$ cat src/rtl/slice_pack.sv
// Purpose : packs NUM_SLICES narrow slices into one OUTPUT_DATA_WIDTH word with a registered output.
// Latency : the word appears on data_out one cycle after its final slice is accepted.
// Backpressure: only the final slice of a word stalls (data_in_ready low) while an undelivered word is held.
//
// Ports:
//   clk, rst              - rising-edge clock, synchronous active-high reset
//   sync                  - drop the partial word and restart at slice 0
//   data_in/_valid/_ready - slice input handshake
//   data_out/_valid/_ready- packed word output handshake
module slice_pack #(
    parameter ARCHITECTURE      = "BEHAVIORAL",
    parameter SLICE_WIDTH       = 8,
    parameter NUM_SLICES        = 4,
    parameter OUTPUT_DATA_WIDTH = 32,
    parameter OFFSET_REL_TO_MSB = 1
) (
    input  logic                         clk,
    input  logic                         rst,
    input  logic                         sync,
    input  logic [SLICE_WIDTH-1:0]       data_in,
    input  logic                         data_in_valid,
    output logic                         data_in_ready,
    output logic [OUTPUT_DATA_WIDTH-1:0] data_out,
    output logic                         data_out_valid,
    input  logic                         data_out_ready
);

    localparam int CW = (NUM_SLICES > 1) ? $clog2(NUM_SLICES) : 1;
    localparam logic [CW-1:0] LAST = CW'(NUM_SLICES - 1);

    // Elaboration-time configuration guards.
    if (OUTPUT_DATA_WIDTH != SLICE_WIDTH * NUM_SLICES) begin : g_width_err
        $error("slice_pack: OUTPUT_DATA_WIDTH must equal SLICE_WIDTH*NUM_SLICES");
    end
    if (NUM_SLICES < 2 || NUM_SLICES > 64) begin : g_slices_err
        $error("slice_pack: NUM_SLICES must be in 2..64");
    end
    if (ARCHITECTURE != "BEHAVIORAL") begin : g_arch_err
        $error("slice_pack: only the BEHAVIORAL architecture is implemented");
    end

    logic [CW-1:0]                cnt;
    logic [CW-1:0]                eff_cnt;
    logic [OUTPUT_DATA_WIDTH-1:0] acc;
    logic [OUTPUT_DATA_WIDTH-1:0] next_word;
    logic                         accept;
    logic                         deliver;
    logic                         complete;

    // Only the final slice can collide with a held word; earlier slices go
    // into the accumulator and never need to wait.
    always_comb begin
        data_in_ready = 1'b1;
        if (rst) begin
            data_in_ready = 1'b0;
        end else if (cnt == LAST && data_out_valid && !data_out_ready) begin
            data_in_ready = 1'b0;
        end
    end

    assign accept  = data_in_valid && data_in_ready;
    assign deliver = data_out_valid && data_out_ready;

    // A sync arriving with a slice makes that slice position 0 of a fresh
    // word, so both the index and the accumulator base restart here.
    always_comb begin
        int lo;
        eff_cnt   = sync ? '0 : cnt;
        next_word = sync ? '0 : acc;
        for (int k = 0; k < NUM_SLICES; k++) begin
            lo = (OFFSET_REL_TO_MSB != 0) ? OUTPUT_DATA_WIDTH - (k + 1) * SLICE_WIDTH
                                          : k * SLICE_WIDTH;
            if (CW'(k) == eff_cnt) begin
                next_word[lo +: SLICE_WIDTH] = data_in;
            end
        end
    end

    assign complete = accept && (eff_cnt == LAST);

    // Slice counter and accumulator.
    always_ff @(posedge clk) begin
        if (rst) begin
            cnt <= '0;
            acc <= '0;
        end else if (accept) begin
            if (complete) begin
                cnt <= '0;
                acc <= '0;
            end else begin
                cnt <= eff_cnt + CW'(1);
                acc <= next_word;
            end
        end else if (sync) begin
            cnt <= '0;
            acc <= '0;
        end
    end

    // Output register: a completing word always wins, which also covers the
    // deliver-and-reload case without a bubble.
    always_ff @(posedge clk) begin
        if (rst) begin
            data_out       <= '0;
            data_out_valid <= 1'b0;
        end else if (complete) begin
            data_out       <= next_word;
            data_out_valid <= 1'b1;
        end else if (deliver) begin
            data_out_valid <= 1'b0;
        end
    end

endmodule

$ cat config.mk
export PLATFORM = sky130hd
export DESIGN_NAME = slice_pack
export DESIGN_NICKNAME = d
export VERILOG_FILES = /design/src/rtl/slice_pack.sv
export SDC_FILE = /design/constraint.sdc
export NUM_CORES = 1
export LEC_CHECK = 0
export ABC_AREA = 1
export CORE_AREA = 2 2 77 79
export DETAILED_ROUTE_END_ITERATION = 10
export DIE_AREA = 0 0 79 81
export PLACE_DENSITY_LB_ADDON = 0.25
export SLEW_MARGIN = 10
export SYNTH_ARGS = -nofsm -noshare
export SYNTH_HDL_FRONTEND = slang
export SYNTH_SLANG_ARGS = --single-unit
$ cat constraint.sdc
create_clock -name clk -period 2.6 [get_ports clk]
set_input_delay 0.65 -clock clk [delete_from_list [all_inputs] [get_ports clk]]
set_output_delay 0.65 -clock clk [all_outputs]
set_load 0.05 [all_outputs]
==> qor.csv <==
metric,value,unit
status,"complete, no violations",
Site Rows,28,
nets,514,
NetSw,0.452,mW
io pins,47,
"Slew Viols, Final",0,
xor/xnor share of the synthesized area,0,
diode count,0,
Die Span Y,81,um
Post-synth EDFFs,0,
Crit-path slowest cell,clkdlybuf4s50_1,
clock buffer depth,2,
worst r2r src,cnt[1]$_SDFF_PP0_,
GP Congestion,0.760,
final hold viol count,0,
PwrDens,530,nW/um^2
RSZ-0062 raised after global routing,false,
Async SR Flop Fraction,0,
Slew @ Worst Pin,0.507,ns
Cells after DPL,561,
hold_ws,0.509,ns
worst reg-to-reg path cell count,8,
postcts setup bufs,0,
critical path launch point,data_out_ready,
CTS tree,yes,
clock slew at reported path FFs,0.06,ns
"Seq/Total Area, Yosys",0.412,
clock power share,0.412,
TNS Setup,0,ns
first-pass GRT wire length,10700,um
Reg power frac,0.497,
Startpoint Class,primary input,
Yosys reg bits,59,
Area Growth Syn to Fin,23.2,%
die area,6400,um^2
worst slack at placement,0.0581,ns
WL final,6340,um
Clk Tree Root Cell,clkbuf_8,
CP arrival,1.67,ns
Buffers on Ports,46,
largest family of logic cells by synthesized area,simple AND/OR/NAND/NOR gates,
antenna violations before repair,0,
Starting Density,0.505,
via count,2704,
fin crit share,0.893,
Filler Cells Inserted,560,
count of different cell masters after synthesis,20,
CP max FO,2,
Logic pwr share,0.091,
endpoint class of the critical path,primary output,
H-tree levels,3,
post-synthesis cell count,458,
r2r setup slk,0.77,ns
Simple-Gate Fraction of Synth Area,0.376,
vias in the first global route,2436,
Buf/Inv on CP,3,
max-cap viol count,0,
share of cells above drive strength 1,0.0539,
maximum VDD drop,0.334,mV
Layout Skew,0.00596,ns
switching share of power,0.241,
Multi-input gate area,1350,um^2
prevailing post-synth register cell,dfxtp_1,
Critical Path Stages,6,
Clock Latency Late Sink,0.35,ns
average size of a mapped cell,6.26,um^2
clk sinks,59,
post-synthesis compound-gate area fraction,0.0769,
maximum number of pins on one net before global-route repair,37,
Synth Area in Adders,0.0175,
wire per inst,11.0,um
iteration count of the initial detailed-routing pass,4,
post-layout power,1.87,mW
GRT Util Overall,0.214,
final setup vio count,0,
kind of cell adding the most delay to the critical path,buffers and inverters,
register area,1180,um^2
hold buffer count at cts,0,
Int Power,1.42,mW
Synth Warn #,0,
CP Cell Sequence,clkdlybuf4s50_1 > inv_1 > nand2_1 > nor2_1 > nor2_1 > buf_12,
LEAKAGE,1.79,nW
hold crit path type,reg2reg,
Setup crit end,data_in_ready,
Detail Placement HPWL,4170,um
Syn Std Cell Area,2870,um^2
fmax,431,MHz
Post-Synthesis Net Count,475,
vias per inst,4.69,
mux contribution to synthesized area,0,
Tmin final,2.32,ns
drt first-iter violations,158,
Inserted Clock Buffers,9,
Die W,79,um
most frequent CP cell,nor2_1,
Final WS setup,0.278,ns
number of routed nets with antenna violations,0,
critical setup path kind,in2out,
DR DRC count,0,
fin cells,576,
CP max stage delay,0.45,ns
Slew headroom,0.661,
grt ovf,0,
Reg2Reg Capture Point,data_out[19]$_SDFFE_PP0P_,
total core area,5680,um^2
CTS resizes,0,
WP data required,1.95,ns
==> tightest hold or removal path: stages (launching register included) <==
cell     delay (ns)
dfxtp_1        0.31
inv_1          0.04
nand2_1        0.04
nand2_1        0.05
nor2_1         0.03
==> per-layer routing <==
metal,wire length (um),GRT usage,up-vias,part of all wire
met3,307,0.0489,9,0.048
met5,0,0,-,0
met2,2890,0.355,68,0.46
met1,3040,0.266,1183,0.48
met4,98,0.0966,0,0.015
li1,-,-,1444,-
==> worst min-delay path by stage <==
| stage | depth (start not counted) | start | end |
|---|---|---|---|
| final | 4 | data_out[1]$_SDFFE_PP0P_ | data_out[1]$_SDFFE_PP0P_ |
| after global placement | 4 | data_out[5]$_SDFFE_PP0P_ | data_out[5]$_SDFFE_PP0P_ |
| after CTS | 4 | data_out[11]$_SDFFE_PP0P_ | data_out[11]$_SDFFE_PP0P_ |
| after floorplan | 4 | acc[10]$_SDFF_PP0_ | acc[10]$_SDFF_PP0_ |
| after global routing | 4 | data_out[4]$_SDFFE_PP0P_ | data_out[4]$_SDFFE_PP0P_ |
| after detailed placement | 4 | data_out[11]$_SDFFE_PP0P_ | data_out[11]$_SDFFE_PP0P_ |
==> power by group through the flow <==
stage	Clock [mW]	Sequential [mW]	Combinational (mW)
floorplan	0	0.951	0.113
global placement	0	0.950	0.165
detailed placement	0	0.951	0.169
CTS	0.784	0.931	0.170
global route	0.829	0.932	0.192
finish	0.771	0.931	0.170
==> registers in the layout, summed over array words and instances, names as in the netlist <==
| register | flops |
|---|---|
| acc | 24 |
| data_out | 32 |
| data_out_valid | 1 |
| cnt | 2 |
==> Yosys cell counts (2+ instances only) <==
library cell | instances | area share
o21ai_1 | 6 | 0.010
a21oi_1 | 22 | 0.038
nor2_1 | 95 | 0.12
clkbuf_1 | 2 | 0.0026
ha_1 | 4 | 0.017
dfxtp_1 | 59 | 0.41
nand2_1 | 172 | 0.23
buf_4 | 4 | 0.010
buf_2 | 17 | 0.030
buf_6 | 2 | 0.0079
o21ai_0 | 16 | 0.028
inv_2 | 2 | 0.0026
inv_1 | 47 | 0.062
nand4_1 | 4 | 0.0087
==> cell usage in the layout, fill, tap and decap left out, drive strengths merged <==
cell / count
buf: 10
clkbuf: 12
nand2: 172
clkdlybuf4s50: 45
a21oi: 22
ha: 4
clkinv: 2
nand4: 6
nand3: 2
bufinv: 1
inv: 49
dfxtp: 59
o21ai: 22
nor2: 95
==> layout make-up <==
type | instances | share of cell area
Multi-Input combinational cell | 323 | 0.381
Clock inverter | 3 | 0.0113
Timing Repair Buffer | 55 | 0.156
Tap cell | 75 | 0.0266
Sequential cell | 59 | 0.335
Inverter | 49 | 0.0521
Clock buffer | 12 | 0.0383
==> per-stage QoR <==
| step | util | cell area [um^2] |
|---|---|---|
| after floorplan | - | 2870 |
| after global placement | 0.591 | 3360 |
| after detailed placement | 0.591 | 3360 |
| after CTS | 0.622 | 3530 |
| after global routing | 0.622 | 3530 |
| final | 0.622 | 3530 |
==> cells by family (layout without fill, tap and decap cells) <==
family,after synthesis,in the layout
AND/OR/NAND/NOR,275,275
buffers and inverters,76,119
AO/OA/AOI/OAI,44,44
adder cells (fa/ha/maj),4,4
flip-flops,59,59
(Power assumes the default switching activity.)
==> patch (same flow settings) <==
Make the reset (`rst`) asynchronous in 2 clocked blocks. Comments in the files are not updated.
--- a/src/rtl/slice_pack.sv
+++ b/src/rtl/slice_pack.sv
@@ -80,5 +80,5 @@
 
     // Slice counter and accumulator.
-    always_ff @(posedge clk) begin
+    always_ff @(posedge clk or posedge rst) begin
         if (rst) begin
             cnt <= '0;
@@ -100,5 +100,5 @@
     // Output register: a completing word always wins, which also covers the
     // deliver-and-reload case without a bubble.
-    always_ff @(posedge clk) begin
+    always_ff @(posedge clk or posedge rst) begin
         if (rst) begin
             data_out       <= '0;
Check against the original RTL: differs if rst is asserted again (counterexample within 10 cycles, from zero or initial values and one cycle with rst high); with rst held inactive, the same outputs for 10 cycles.
==> patch against the unedited design <==
Clock power rose by 4.7%. Power rose by 9.8%. Clock skew rose by 0.0037 ns. Setup slack improved by 0.10 ns. Routed wire length rose by 22%. Sequential cell count did not move. Area after synthesis rose by 8.8%. First-iteration DRC count rose by 63%. Cell count fell by 8.2%. Worst hold slack got worse by 0.030 ns. Synthesized cell count fell by 10%. Design area rose by 8.0%. Largest cell class is now flip-flops and latches.
==> patch: results (changes against the unedited design) <==
Gate Count Post-Synth=411 (-10%); met2 usage=37.4% (+1.9 points); gr usage total=26.6% (+5.3 points); routed metal-1 wirelength=3670 um (+21%); top cells by count, synth=169 x nand2_1, 59 x dfrtp_1, 56 x nand4_1, 33 x inv_1, 26 x nand3_1; final cycle utilization of the critical path=85.4% (-3.9 points); Leak=2.01 nW (+12%); synth unique cells=18 (-10%); detailed placer's ending HPWL=5240 um (+26%); Logic pwr share=13.9% (+4.8 points); first-pass detailed-route iteration total=5 (+1); metal2 WL=3370 um (+17%); metal3 WL=477 um (+55%); initial drt markers=257 (+63%); first-pass GRT wire length=13100 um (+22%); internal power=1.47 mW (+3.7%); Final Cell Area=3810 sq um (+8.0%); Most used DFF post-synth=dfrtp_1; r2r setup slk=0.99 ns (+0.22 ns); Hold WS=0.479 ns (-0.0298 ns); largest net degree at the start of global routing=60 (+62%); Layout Nets=466 (-9.3%); WL final=7720 um (+22%); DR WL/cell=14.6 um (+33%); syn nets=428 (-9.9%); status=completed; Pwr Density=539 nW/um^2 (+1.7%); met1 Resource Use GR=40.1% (+14 points); vias in the first global route=2610 (+7.1%); Tightest Pin Transition=0.738 ns (+0.231 ns); Sequential Power Share=46.9% (-2.8 points); sequential share of the synthesized area=47.4% (+6.1 points); reg-to-reg startpoint=cnt[0]; RD Place Congestion=0.903 (+19%); placed insts=513 (-8.6%); hold path startpoint=data_out[9]
==> patch: cell count changes in the layout (fill, tap and decap cells not counted), sizes merged, moves of 24 or more <==
cell	unedited run	this run
nand4	6	57
nand3	2	26
dfrtp	0	59
nor2	95	27
dfxtp	59	0
==> patch: layout make-up <==
cell class / instances / area share [%]
Clock buffer: 9 / 3.25
Inverter: 35 / 3.54
Sequential cell: 59 / 38.7
Multi-Input combinational cell: 285 / 34.8
Clock inverter: 7 / 1.80
Timing Repair Buffer: 59 / 15.4
Tap cell: 75 / 2.46
==> patch: worst register-to-register path, stage by stage (launching register included) <==
cell and delay (ns):
dfrtp_1 0.38, nand2_1 0.14, inv_1 0.10, ha_1 0.31
nand4_4 0.13, buf_4 0.30, nand2_1 0.12, nand2_1 0.08
==> patch: kinds of logic (layout without fill, tap and decap cells) <==
family                     after synthesis  count (layout)  share of synthesized area (%)
DFF                                     59              59                           47.4
and+or+nand+nor                        281             281                           41.0
adders and majority gates                4               4                           1.61
buffers and inverters                   67             110                           10.0
